$ cat config.mk
export PLATFORM = sky130hd
export DESIGN_NAME = ssd_scan_controller_flat
export DESIGN_NICKNAME = d
export VERILOG_FILES = /design/src/rtl/ssd_scan_controller_if.sv /design/src/rtl/ssd_scan_controller.sv /design/src/flat_wrapper.sv
export SDC_FILE = /design/constraint.sdc
export NUM_CORES = 1
export LEC_CHECK = 0
export ABC_AREA = 1
export CAP_MARGIN = 10
export CELL_PAD_IN_SITES_DETAIL_PLACEMENT = 1
export CELL_PAD_IN_SITES_GLOBAL_PLACEMENT = 2
export CORE_MARGIN = 5
export CORE_UTILIZATION = 36
export DETAILED_ROUTE_END_ITERATION = 16
export PLACE_DENSITY_LB_ADDON = 0.1
export SETUP_SLACK_MARGIN = 0.4
export SLEW_MARGIN = 40
export SYNTH_ARGS = -nofsm -noshare
export SYNTH_HDL_FRONTEND = slang
export SYNTH_SLANG_ARGS = --single-unit
$ cat constraint.sdc
create_clock -name clk -period 5.7 [get_ports clk]
set_clock_uncertainty 0.1 [all_clocks]
set_input_delay 1.14 -clock clk [delete_from_list [all_inputs] [get_ports clk]]
set_output_delay 1.14 -clock clk [all_outputs]
set_load 0.02 [all_outputs]
$ cat src/rtl/ssd_scan_controller_if.sv
// rtl/ssd_scan_controller_if.sv - value/display bus between the datapath and ssd_scan_controller
interface ssd_scan_controller_if #(
    parameter int NUM_DIGITS = 4
);
    logic                    enable;
    logic                    load;
    logic [4*NUM_DIGITS-1:0] value_in;
    logic [NUM_DIGITS-1:0]   dp_in;
    logic [6:0]              seg;
    logic                    dp;
    logic [NUM_DIGITS-1:0]   digit_sel;
    logic                    frame_done;

    modport master (
        output enable, load, value_in, dp_in,
        input  seg, dp, digit_sel, frame_done
    );

    modport slave (
        input  enable, load, value_in, dp_in,
        output seg, dp, digit_sel, frame_done
    );
endinterface

$ cat src/rtl/ssd_scan_controller.sv
// rtl/ssd_scan_controller.sv - multiplexed seven-segment scanner with frame-synchronous double buffering
// Optional leading-zero blanking: define SSD_LEADING_ZERO_BLANK_EN.
module ssd_scan_controller #(
    parameter int NUM_DIGITS   = 4,
    parameter int REFRESH_DIV  = 12000,
    parameter int BLANK_CYCLES = 16
) (
    input  logic                  clk,
    input  logic                  rst_n,
    ssd_scan_controller_if.slave  bus
);
    localparam int TMAX = (REFRESH_DIV > BLANK_CYCLES) ? REFRESH_DIV : BLANK_CYCLES;
    localparam int TW   = $clog2(TMAX + 1);
    localparam int IW   = (NUM_DIGITS > 1) ? $clog2(NUM_DIGITS) : 1;
    localparam int VW   = 4 * NUM_DIGITS;
    localparam logic [TW-1:0] SHOW_LAST  = TW'(REFRESH_DIV - 1);
    localparam logic [TW-1:0] BLANK_LAST = TW'(BLANK_CYCLES - 1);
    localparam logic [IW-1:0] IDX_LAST   = IW'(NUM_DIGITS - 1);

    typedef enum logic [1:0] {IDLE, BLANK, SHOW} state_t;

    state_t                state_q, state_d;
    logic [IW-1:0]         idx_q, idx_d;
    logic [TW-1:0]         timer_q, timer_d;
    logic [VW-1:0]         shadow_q, shadow_d, active_q, active_d;
    logic [NUM_DIGITS-1:0] shadow_dp_q, shadow_dp_d, active_dp_q, active_dp_d;
    logic                  pending_q, pending_d;
    logic [6:0]            seg_q, seg_d;
    logic                  dp_q, dp_d;
    logic [NUM_DIGITS-1:0] sel_q, sel_d;
    logic                  fd_q, fd_d;
    logic                  boundary;

    function automatic logic [6:0] decode(input logic [3:0] n);
        case (n)
            4'h0: decode = 7'h3F;  4'h1: decode = 7'h06;
            4'h2: decode = 7'h5B;  4'h3: decode = 7'h4F;
            4'h4: decode = 7'h66;  4'h5: decode = 7'h6D;
            4'h6: decode = 7'h7D;  4'h7: decode = 7'h07;
            4'h8: decode = 7'h7F;  4'h9: decode = 7'h6F;
            4'hA: decode = 7'h77;  4'hB: decode = 7'h7C;
            4'hC: decode = 7'h39;  4'hD: decode = 7'h5E;
            4'hE: decode = 7'h79;  default: decode = 7'h71;
        endcase
    endfunction

`ifdef SSD_LEADING_ZERO_BLANK_EN
    // Blank when this digit and every higher digit are zero; digit 0 always shows.
    function automatic logic lz_blank(input logic [VW-1:0] v, input logic [IW-1:0] i);
        logic z;
        z = (i != '0);
        for (int k = 0; k < NUM_DIGITS; k++) begin
            if (k >= int'(i) && v[4*k +: 4] != 4'h0) z = 1'b0;
        end
        return z;
    endfunction
`endif

    always_comb begin
        state_d     = state_q;
        idx_d       = idx_q;
        timer_d     = timer_q + 1'b1;
        boundary    = 1'b0;
        shadow_d    = shadow_q;
        shadow_dp_d = shadow_dp_q;
        active_d    = active_q;
        active_dp_d = active_dp_q;
        pending_d   = pending_q;

        if (!bus.enable) begin
            state_d = IDLE;
            idx_d   = '0;
            timer_d = '0;
        end else begin
            case (state_q)
                IDLE: begin
                    state_d = BLANK;
                    idx_d   = '0;
                    timer_d = '0;
                end
                BLANK: if (timer_q == BLANK_LAST) begin
                    state_d = SHOW;
                    timer_d = '0;
                end
                SHOW: if (timer_q == SHOW_LAST) begin
                    state_d = BLANK;
                    timer_d = '0;
                    if (idx_q == IDX_LAST) begin
                        idx_d    = '0;
                        boundary = 1'b1;
                    end else begin
                        idx_d = idx_q + 1'b1;
                    end
                end
                default: begin
                    state_d = IDLE;
                    idx_d   = '0;
                    timer_d = '0;
                end
            endcase
        end

        // Boundary takes the old shadow; a coincident load then refills shadow for the next frame.
        if (boundary && pending_q) begin
            active_d    = shadow_q;
            active_dp_d = shadow_dp_q;
            pending_d   = 1'b0;
        end
        if (bus.load) begin
            shadow_d    = bus.value_in;
            shadow_dp_d = bus.dp_in;
            if (state_q == IDLE) begin
                active_d    = bus.value_in;
                active_dp_d = bus.dp_in;
                pending_d   = 1'b0;
            end else begin
                pending_d   = 1'b1;
            end
        end

        seg_d = '0;
        dp_d  = 1'b0;
        sel_d = '0;
        fd_d  = boundary;
        if (state_d == SHOW) begin
            sel_d[idx_d] = 1'b1;
            dp_d         = active_dp_d[idx_d];
            seg_d        = decode(active_d[{idx_d, 2'b00} +: 4]);
`ifdef SSD_LEADING_ZERO_BLANK_EN
            if (lz_blank(active_d, idx_d)) seg_d = '0;
`endif
        end
    end

    always_ff @(posedge clk or negedge rst_n) begin
        if (!rst_n) begin
            state_q     <= IDLE;
            idx_q       <= '0;
            timer_q     <= '0;
            shadow_q    <= '0;
            shadow_dp_q <= '0;
            active_q    <= '0;
            active_dp_q <= '0;
            pending_q   <= 1'b0;
            seg_q       <= '0;
            dp_q        <= 1'b0;
            sel_q       <= '0;
            fd_q        <= 1'b0;
        end else begin
            state_q     <= state_d;
            idx_q       <= idx_d;
            timer_q     <= timer_d;
            shadow_q    <= shadow_d;
            shadow_dp_q <= shadow_dp_d;
            active_q    <= active_d;
            active_dp_q <= active_dp_d;
            pending_q   <= pending_d;
            seg_q       <= seg_d;
            dp_q        <= dp_d;
            sel_q       <= sel_d;
            fd_q        <= fd_d;
        end
    end

    assign bus.seg        = seg_q;
    assign bus.dp         = dp_q;
    assign bus.digit_sel  = sel_q;
    assign bus.frame_done = fd_q;
endmodule

$ cat src/flat_wrapper.sv
// flat-port wrapper written by rule: the top's interface ports become plain ports
module ssd_scan_controller_flat 
#(
    parameter int NUM_DIGITS   = 4,
    parameter int REFRESH_DIV  = 12000,
    parameter int BLANK_CYCLES = 16
)
  (clk, rst_n, bus_enable, bus_load, bus_value_in, bus_dp_in, bus_seg, bus_dp, bus_digit_sel, bus_frame_done);
  ssd_scan_controller_if #(.NUM_DIGITS(NUM_DIGITS)) bus_i ();
  input  logic clk;
  input  logic rst_n;
  input wire logic [$bits(bus_i.enable)-1:0] bus_enable;
  input wire logic [$bits(bus_i.load)-1:0] bus_load;
  input wire logic [$bits(bus_i.value_in)-1:0] bus_value_in;
  input wire logic [$bits(bus_i.dp_in)-1:0] bus_dp_in;
  output wire logic [$bits(bus_i.seg)-1:0] bus_seg;
  output wire logic [$bits(bus_i.dp)-1:0] bus_dp;
  output wire logic [$bits(bus_i.digit_sel)-1:0] bus_digit_sel;
  output wire logic [$bits(bus_i.frame_done)-1:0] bus_frame_done;
  assign bus_i.enable = bus_enable;
  assign bus_i.load = bus_load;
  assign bus_i.value_in = bus_value_in;
  assign bus_i.dp_in = bus_dp_in;
  assign bus_seg = bus_i.seg;
  assign bus_dp = bus_i.dp;
  assign bus_digit_sel = bus_i.digit_sel;
  assign bus_frame_done = bus_i.frame_done;
  ssd_scan_controller #(.NUM_DIGITS(NUM_DIGITS), .REFRESH_DIV(REFRESH_DIV), .BLANK_CYCLES(BLANK_CYCLES)) u_core (.clk(clk), .rst_n(rst_n), .bus(bus_i));
endmodule
== Yosys cells after proc, flatten, opt, wreduce, memory -nomap -nowiden ==
Memory sizes are Yosys's and may differ from the RTL's.
Cells that the tools add are included.
Cells by class
  add/sub/neg operators: 2
  multipliers: 0
  div/mod/pow operators: 0
  magnitude comparators: 2
  equal/unequal tests: 6
  shift-type cells: 1
  mux-type cells: 32
  bitwise logic cells: 0
  reduce and logical (&&, ||, !) cells: 4
Operators with widths (count)
  $mux 16: 3
  $mux 14: 3
  $pmux 14 s2: 1
  $mux 4: 4
  $shiftx 16x5->4: 1
  $add 14x1->14 const B: 1
  $eq 14x14->1 const B: 1
  $eq 14x4->1 const B: 1
  $mux 2: 6
  $mux 1: 10
  $mux 7: 1
  $eq 2x2->1 const B: 3
  $pmux 2 s3: 1
  $pmux 2 s2: 1
  $lt 2x3->1 const B: 1
  $add 2x1->2 const B: 1
  $bmux 1 s2: 1
  $demux 1 s2: 1
  $eq 2x1->1 const B: 1
  $ge 2x1->1 const B: 1
  $logic_and 1x1->1: 2
  $logic_not 2->1: 1
  $reduce_bool 2->1: 1
Storage, ports and cells
  bits in registers: 72
  bits in latches: 0
  memory bits (writable): 0
  ROM bits: 112
  input port bits: 24
  output and inout bits: 13
  word-level logic and storage cells: 60
  memories: 1
Memory list
  (name not given): words 16, width 7, rd ports 1, clocked after memory_dff 0, wr ports 0, RTL line ssd_scan_controller.sv:35  | case (n)

== Logic depth before layout (Yosys ltp) ==
  word-level depth: 12
  mapped depth: 20
  mapped depth without buffers: 20

== Worst setup path before layout ==
OpenSTA, ideal clock, no wires.
  path kind: input to register
  start: input bus_enable
  end: register u_core.seg_q[0] (netlist: u_core.bus.seg[0])
  arrival: 2.801 ns
  data required time: 5.528 ns
  slack: 2.727 ns
  stages on the path: 16
  path buffers: 1
  cells stage by stage: nand2_1 > nor2_4 > buf_2 > nand4_1 > nand3_1 > nand2_1 > nand2_1 > nand2_1 > nor2_2 > inv_1 > ha_1 > inv_1 > nand3_1 > nand3_1 > nand2_1 > nor2_1
On the way
  word-level cells in the longest chain between the ends: 8
  elaborated cells between the ends (all ways): 11
RTL lines
  start: declaration: RTL line flat_wrapper.sv:12  | input wire logic [$bits(bus_i.enable)-1:0] bus_enable;
  $mux 1 *: RTL line ssd_scan_controller.sv:70  | if (!bus.enable) begin
  $logic_and 1x1->1 *: RTL line ssd_scan_controller.sv:104  | if (boundary && pending_q) begin
  $mux 16 *: RTL line ssd_scan_controller.sv:104
  $mux 16: RTL line ssd_scan_controller.sv:112  | if (state_q == IDLE) begin
  $mux 16 *: RTL line ssd_scan_controller.sv:109  | if (bus.load) begin
  named net u_core.active_d[8]: RTL line ssd_scan_controller.sv:25  | logic [VW-1:0] shadow_q, shadow_d, active_q, active_d;
  $shiftx 16x5->4 *: RTL line ssd_scan_controller.sv:128  | seg_d = decode(active_d[{idx_d, 2'b00} +: 4]);
  $mem_v2 16x7 *
  $mux 7 *: RTL line ssd_scan_controller.sv:125  | if (state_d == SHOW) begin
  named net u_core.seg_d[0]: RTL line ssd_scan_controller.sv:28  | logic [6:0] seg_q, seg_d;
  end signal: assignment: RTL line ssd_scan_controller.sv:158  | seg_q <= seg_d;
  end: declaration: RTL line ssd_scan_controller.sv:28
Mark *: on every way through the listed nets, which the timed path passes. The rest lies on a longest branch.
A chain may end at the register's enable or synchronous reset.

== Final worst setup path ==
  start: input bus_load
  end: register u_core.seg_q[0] (netlist: u_core.bus.seg[0])
On the way
  word-level cells in the longest chain between the ends: 4
RTL lines
  start: declaration: RTL line flat_wrapper.sv:13  | input wire logic [$bits(bus_i.load)-1:0] bus_load;
  $mux 16: RTL line ssd_scan_controller.sv:109
  named net u_core.active_d[4]: RTL line ssd_scan_controller.sv:25
  $shiftx 16x5->4: RTL line ssd_scan_controller.sv:128
  $mem_v2 16x7
  $mux 7: RTL line ssd_scan_controller.sv:125
  named net u_core.seg_d[0]: RTL line ssd_scan_controller.sv:28
The timed path passes the listed nets, and every way through them passes these cells.

==> impl_metrics.env <==
export IMPL_clkSinkCount=72
export IMPL_die_h_um=115
export IMPL_synth_compound_area_share_pct=7.86
export IMPL_ys_ff_latch=72
export IMPL_clkLatencyLatePin_ns=0.35
export IMPL_synthCells=513
export IMPL_crit_buf_inv=5
export IMPL_final_util_pct=43.1
export IMPL_port_buffers=36
export IMPL_holdBufCountCts=0
export IMPL_core_rowCount=38
export IMPL_r2r_cells=17
export IMPL_endpoint_kind="flop"
export IMPL_synthToLayoutAreaGrowth_pct=17.3
export IMPL_synth_nets=549
export IMPL_cts_resized=0
export IMPL_path_max_fanout=29
export IMPL_yosysWarnings=0
export IMPL_coreArea_um2=10800
export IMPL_setup_tns_ns=0
export IMPL_cp_start_kind="primary input"
export IMPL_p_leak_uw=0.00226
export IMPL_antenna_found_initial=0
export IMPL_synth_simple_area_share_pct=32.0
export IMPL_synth_distinct_cells=35
export IMPL_post_route_period_util_pct=68.7
export IMPL_drv_cap=0
export IMPL_drive_gt1_share_pct=10.8
export IMPL_die_area_um2=13200
export IMPL_drt_pass1_iterations=4
export IMPL_n_fill_cell=1344
export IMPL_wl_per_cell_um=15.3
export IMPL_rsz0062_at_grt="no"
export IMPL_min_path_type="reg2reg"
export IMPL_power_density_nw_per_um2=243
export IMPL_cpMostUsedCell="nand2_1"
export IMPL_multi_input_area_um2=1820
export IMPL_slew_viol_final=0
export IMPL_start_util_pct=36.7
export IMPL_cts_root_buffer="clkbuf_8"
export IMPL_tightest_slew_ns=0.784
export IMPL_synth_fa_ha_area_share_pct=3.79
export IMPL_ys_seq_area_share_pct=45.5
export IMPL_numCtsBuffers=9
export IMPL_grt_max_degree=73
export IMPL_h_tree_depth=3
export IMPL_maxSlewHeadroom_pct=47.6
export IMPL_rrSetupSlack_ns=2.23
export IMPL_post_route_min_period_ns=3.91
export IMPL_path_cells="clkdlybuf4s50_1, nand2_1, buf_4, clkinv_1, nand2_1, nand2_1, nand2_1, nand2_1, nor2_2, inv_1, ha_1, inv_1, nand3_1, nand3_1, nand2_1, nor2_1"
export IMPL_dp_cells=679
export IMPL_antenna_left=0
export IMPL_setup_viol=0
export IMPL_final_common_cell="nand2_1"
export IMPL_ctsLongestPathBuffers=2
export IMPL_worst_path_largest_cell_delay_ns=0.59
export IMPL_drt_iter0_drc=176
export IMPL_critPathKind="in2reg"
export IMPL_clk_pin_slew_ns=0.07
export IMPL_fin_cells=695
export IMPL_muxShareOfSynthArea_pct=1.14
export IMPL_mostFrequentLayoutCells="137 x nand2_1, 72 x dfrtp_1, 68 x inv_1, 50 x nor2_1, 35 x clkdlybuf4s50_1"
export IMPL_clock_fmax_mhz=255
export IMPL_via_count=3371
export IMPL_final_nets=586
export IMPL_synth_top_family_by_area="simple AND/OR/NAND/NOR gates"
export IMPL_viasPerCell=4.85
export IMPL_cts_tree="done"
export IMPL_cts_setup_buffers=0
export IMPL_arrival_ns=4.10
export IMPL_io_pins=37
export IMPL_critical_path_depth=16
export IMPL_hold_viol=0
export IMPL_status="complete, no violations"
export IMPL_dp_hpwl_mm=7.64
export IMPL_seqCellArea_um2=1800
export IMPL_dieWidth_um=115
export IMPL_grt_overflow=0
export IMPL_gp_congestion=0.759
export IMPL_synth_xor_area_share_pct=1.11
export IMPL_hold_slack_ns=0.366
export IMPL_critPathRequiredTime_ns=5.88
export IMPL_avgSynthCellArea_um2=7.72
export IMPL_synth_area_um2=3960
export IMPL_grt_pass1_wl_mm=18.2
export IMPL_diodes=0
export IMPL_cpLargestDelayFamily="buffers and inverters"
export IMPL_slowest_stage="clkinv_1"
export IMPL_grt_pass1_vias=3640
export IMPL_drcViolationCount=0
export IMPL_track_usage_pct=17.6
export IMPL_max_vdd_ir_drop_uv=108
export IMPL_routed_wirelength_mm=10.6
export IMPL_holdPathStages=1
registers in the layout, indices dropped and copies added, names as in the netlist, 4 cells and up:
| name | cells |
|---|---|
| u_core.active_dp_q | 4 |
| u_core.active_q | 16 |
| u_core.bus.digit_sel | 4 |
| u_core.bus.seg | 7 |
| u_core.shadow_dp_q | 4 |
| u_core.shadow_q | 16 |
| u_core.timer_q | 14 |
path summary, 6_finish.rpt:
path | from | end
setup / recovery | bus_load | u_core.bus.seg[0]$_DFF_PN0_
min in group asynchronous | rst_n | u_core.shadow_dp_q[0]$_DFFE_PN0P_
max in group asynchronous | rst_n | u_core.bus.seg[3]$_DFF_PN0_
hold reg to reg | u_core.timer_q[0]$_DFF_PN0_ | u_core.timer_q[0]$_DFF_PN0_
setup reg to reg | u_core.state_q[0]$_DFF_PN0_ | u_core.bus.seg[0]$_DFF_PN0_
hold / removal | u_core.timer_q[0]$_DFF_PN0_ | u_core.timer_q[0]$_DFF_PN0_
per-layer routing:
metal | up-vias | global-route usage (%) | routed length [um]
li1 | 1682 | - | -
met1 | 1648 | 24.1 | 5310
met4 | 0 | 6.18 | 160
met2 | 29 | 28.4 | 4900
met5 | - | 0 | 0
met3 | 12 | 2.63 | 238
cell type report:
class / count / area share [%]
clock buffer: 12 / 2.91
clock inverter: 4 / 0.969
inverter: 76 / 6.17
multi-input combinational: 352 / 39.1
sequential: 72 / 38.8
tap: 140 / 3.77
timing repair buffer: 39 / 8.27
metrics by stage:
stage / total power, uW / setup slack (ns) / instance area [um^2]
floorplan: 677 / 2.73 / 3960
CTS: 1150 / 1.78 / 4650
global placement: 737 / 1.53 / 4460
finish: 1130 / 1.79 / 4650
global route: 1200 / 1.50 / 4650
detailed placement: 744 / 1.43 / 4470
worst reg2reg max path: cells and delay by family, from the launching register on:
kind                     cells  cell delay [ns]
buffers and inverters        5             1.19
AND/OR/NAND/NOR             10             1.20
flip-flops                   1             0.40
adder cells (fa/ha/maj)      2             0.51
cells in the mapped netlist:
cell | instances | area [um^2]
nand3_1 | 32 | 160
clkbuf_1 | 10 | 37.5
ha_1 | 12 | 150
clkinv_1 | 2 | 7.51
nand3_2 | 3 | 30.0
a21oi_1 | 18 | 90.1
nand2_1 | 137 | 514
xnor2_1 | 4 | 35.0
mux2_2 | 4 | 45.0
o21ai_1 | 3 | 15.0
dfrtp_1 | 72 | 1800
inv_2 | 5 | 18.8
xor2_1 | 1 | 8.76
nor4_1 | 2 | 12.5
nand4_1 | 14 | 87.6
or2_2 | 5 | 31.3
o211ai_1 | 1 | 7.51
buf_4 | 1 | 7.51
nor2_1 | 50 | 188
buf_2 | 2 | 10.0
clkinv_2 | 1 | 5.00
o21ai_2 | 1 | 8.76
nand2_4 | 4 | 45.0
inv_1 | 68 | 255
nor2_4 | 6 | 67.6
and3_1 | 2 | 12.5
nor3_1 | 4 | 20.0
nand2_2 | 6 | 37.5
nand3b_1 | 1 | 7.51
a21boi_0 | 1 | 7.51
a31oi_1 | 1 | 6.26
a21oi_4 | 1 | 16.3
nand3_4 | 1 | 17.5
o21ai_0 | 32 | 160
nor2_2 | 6 | 37.5
logic make-up after synthesis:
kind of cell	Yosys count
compound gates	58
flops	72
xor+xnor	5
fa+ha+maj	12
buf+inv	89
mux	4
simple gates	273
power by group:
group	internal, uW	switching [uW]	total [uW]
Clock	201	198	399
Sequential	544	16.4	561
Combinational	62.4	108	170
No activity file was read; power rests on OpenSTA's default activity.
==> patch (same flow settings) <==
Reset style: synchronous (`rst_n`), changed in one clocked block.
--- a/src/rtl/ssd_scan_controller.sv
+++ b/src/rtl/ssd_scan_controller.sv
@@ -132,7 +132,7 @@
         end
     end
 
-    always_ff @(posedge clk or negedge rst_n) begin
+    always_ff @(posedge clk) begin
         if (!rst_n) begin
             state_q     <= IDLE;
             idx_q       <= '0;
Check against the original RTL: same outputs for any inputs over 10 cycles, from zero or initial values and one cycle with rst_n low; that may be too few to reach the edited logic, so the function may still have changed.
==> patch against the original RTL <==
Via count is 5.0% lower; critical path type unchanged; highest routed layer unchanged; register-to-register slack improved by 340 ps; power shrank 12%; synthesized area is 7.9% lower; final area shrank 8.3%; sequential cell count stayed put; sequential power fell by 5.0%; routed wire length is 9.9% lower; global-route usage shrank 1.1 points; worst setup slack better by 110 ps; synthesized cell count shrank 3.3%; clock power shrank 17%.
==> patch: results (changes against the original RTL) <==
The internal power is 723 uW (-10%). The power dissipated in combinational cells was 128 uW (-25%). The number of global-route vias before repair came out at 3378 (-7.2%). The buffer count from post-CTS setup fixing came out at 0 (unchanged). In this run the clock root is driven by a sky130_fd_sc_hd__clkbuf_8. The delay of the slowest critical-path stage was 430 ps (-160 ps). The number of distinct library cells after synthesis came out at 39 (+11%). The post-placement worst setup slack came to 1510 ps (+78.3 ps).

The final hold slack was 343 ps (-23.1 ps). The relative contribution of the clock network to total power is 33.4% (-1.9 points). The via count came out at 3202 (-5.0%). The routed length on met3 is 267 um (+12%). The startpoint identified for the worst register-to-register timing path is u_core.state_q[0]. The end of the worst register-to-register path is u_core.bus.seg[3]. The critical hold path startpoint is u_core.timer_q[0].

The post-cts repair resize count came out at 0 (unchanged). The global-route usage over all layers came out at 16.5% (-1.1 points). The fraction of layout instances using a drive strength above 1 came to 11.6% (+0.82 points). The number of cells traversed by the worst register-to-register path came out at 16 (-1). The share of async-settable or async-resettable flops after synthesis came out at 0% (-100 points). The number of filler cells placed in the layout came out at 1278 (-4.9%). The global-route wire length before repair came out at 16.8 mm (-8.0%). The part of the Yosys area used for sequential elements came out at 39.5% (-6.0 points). The average footprint of a synthesized cell is 7.36 um^2 (-4.8%). The sum of net half-perimeters after detailed placement was 7.29 mm (-4.6%). The worst hold path terminates at u_core.timer_q[0].

The met2 wire length came to 4.42 mm (-9.8%). The routed wire length was 9.55 mm (-9.9%). The worst ir drop on vdd came to 0.110 mV (+1.6%). The number of buffers between clock root and the deepest sink is 2 (unchanged). Tracing the worst setup path back leads to its startpoint at bus_load.

The DRC marker count from the first detailed-route iteration is 131 (-26%). The layout net count is 568 (-3.1%). The worst slew margin relative to its limit came out at 52.0% (+4.4 points). The flop-to-flop setup slack came out at 2570 ps (+340 ps). The tightest min-delay check is of the flip-flop to flip-flop type.

The post-synthesis net count is 533 (-2.9%). The total placed cells including tap cells is 653 (-3.8%). The weighted congestion at the end of routability-driven global placement is 0.820 (+8.0%). The number of cells on the worst hold path came out at 1 (unchanged). The highest fanout seen on the critical path came out at 19 (-34%). The clock transition at the registers of the reported paths came out at 70 ps (about the same). The post-placement cell area was 0.00412 mm^2 (-7.7%). The run finished with clean final reports. Ranked by instance count, the synthesized netlist is headed by sky130_fd_sc_hd__nor2_1 (85), sky130_fd_sc_hd__nand2_1 (82), sky130_fd_sc_hd__dfxtp_1 (72). The cell area power density came out at 233 mW/mm^2 (-4.3%). The synthesis warning total came out at 0 (unchanged). The later-pin clock latency in the skew report is 340 ps. Ranked by total cell area, the synthesized netlist is headed by sky130_fd_sc_hd__dfxtp_1 (40%), sky130_fd_sc_hd__nor2_1 (8.7%), sky130_fd_sc_hd__nand2_1 (8.4%). The starting density of the core is 37.2% (+0.44 points). The detailed-route vias per instance came to 4.81 (-0.88%). The largest net degree at the start of global routing was 30 (-59%). The sequential cell area came to 0.00144 mm^2 (-20%). The length of routed wiring on met1 came out at 4.71 mm (-11%). The leakage dissipation was 1.88 nW (-17%).

On the critical path, the stage with the largest delay is an instance of sky130_fd_sc_hd__nand2_1.
[patch: changes by cell type in the layout (fill, tap and decap cells not counted), moves of 5 or more]
cell,before,now
sky130_fd_sc_hd__dfxtp_1,0,72
sky130_fd_sc_hd__a21oi_1,18,23
sky130_fd_sc_hd__nor2_1,50,85
sky130_fd_sc_hd__inv_1,68,47
sky130_fd_sc_hd__nand2_2,6,12
sky130_fd_sc_hd__o21ai_1,3,8
sky130_fd_sc_hd__nand2_1,137,82
sky130_fd_sc_hd__dfrtp_1,72,0
[patch: worst max path at each step]
stage / endpoint / slack, ps / cells past startpoint
after global routing: u_core.bus.seg[0] / 1550 / 14
final: u_core.bus.seg[3] / 1890 / 16
after CTS: u_core.bus.seg[3] / 1870 / 16
after global placement: u_core.bus.seg[0] / 1590 / 14
after detailed placement: u_core.bus.seg[3] / 1510 / 16
after floorplan: u_core.bus.seg[6] / 2600 / 15
[patch: cells by family after synthesis]
group	Yosys count	synth area share (%)
xor+xnor	6	1.44
flops	72	39.5
compound gates	69	10.4
buf+inv	70	7.58
fa+ha+maj	13	4.46
simple gates	266	36.6
[patch: layout make-up]
| type | count | area share (%) |
|---|---|---|
| Clock buffer | 11 | 3.08 |
| Clock inverter | 2 | 0.235 |
| Inverter | 56 | 4.99 |
| Multi-Input combinational cell | 354 | 45.3 |
| Sequential cell | 72 | 33.8 |
| Tap cell | 133 | 3.90 |
| Timing Repair Buffer | 38 | 8.69 |
[patch: routing by layer]
metal  vias to the layer above  GRT usage [%]
met5                         -              0
met4                         0           6.08
met3                        12           2.89
met2                        34           26.4
met1                      1495           22.3
li1                       1661              -
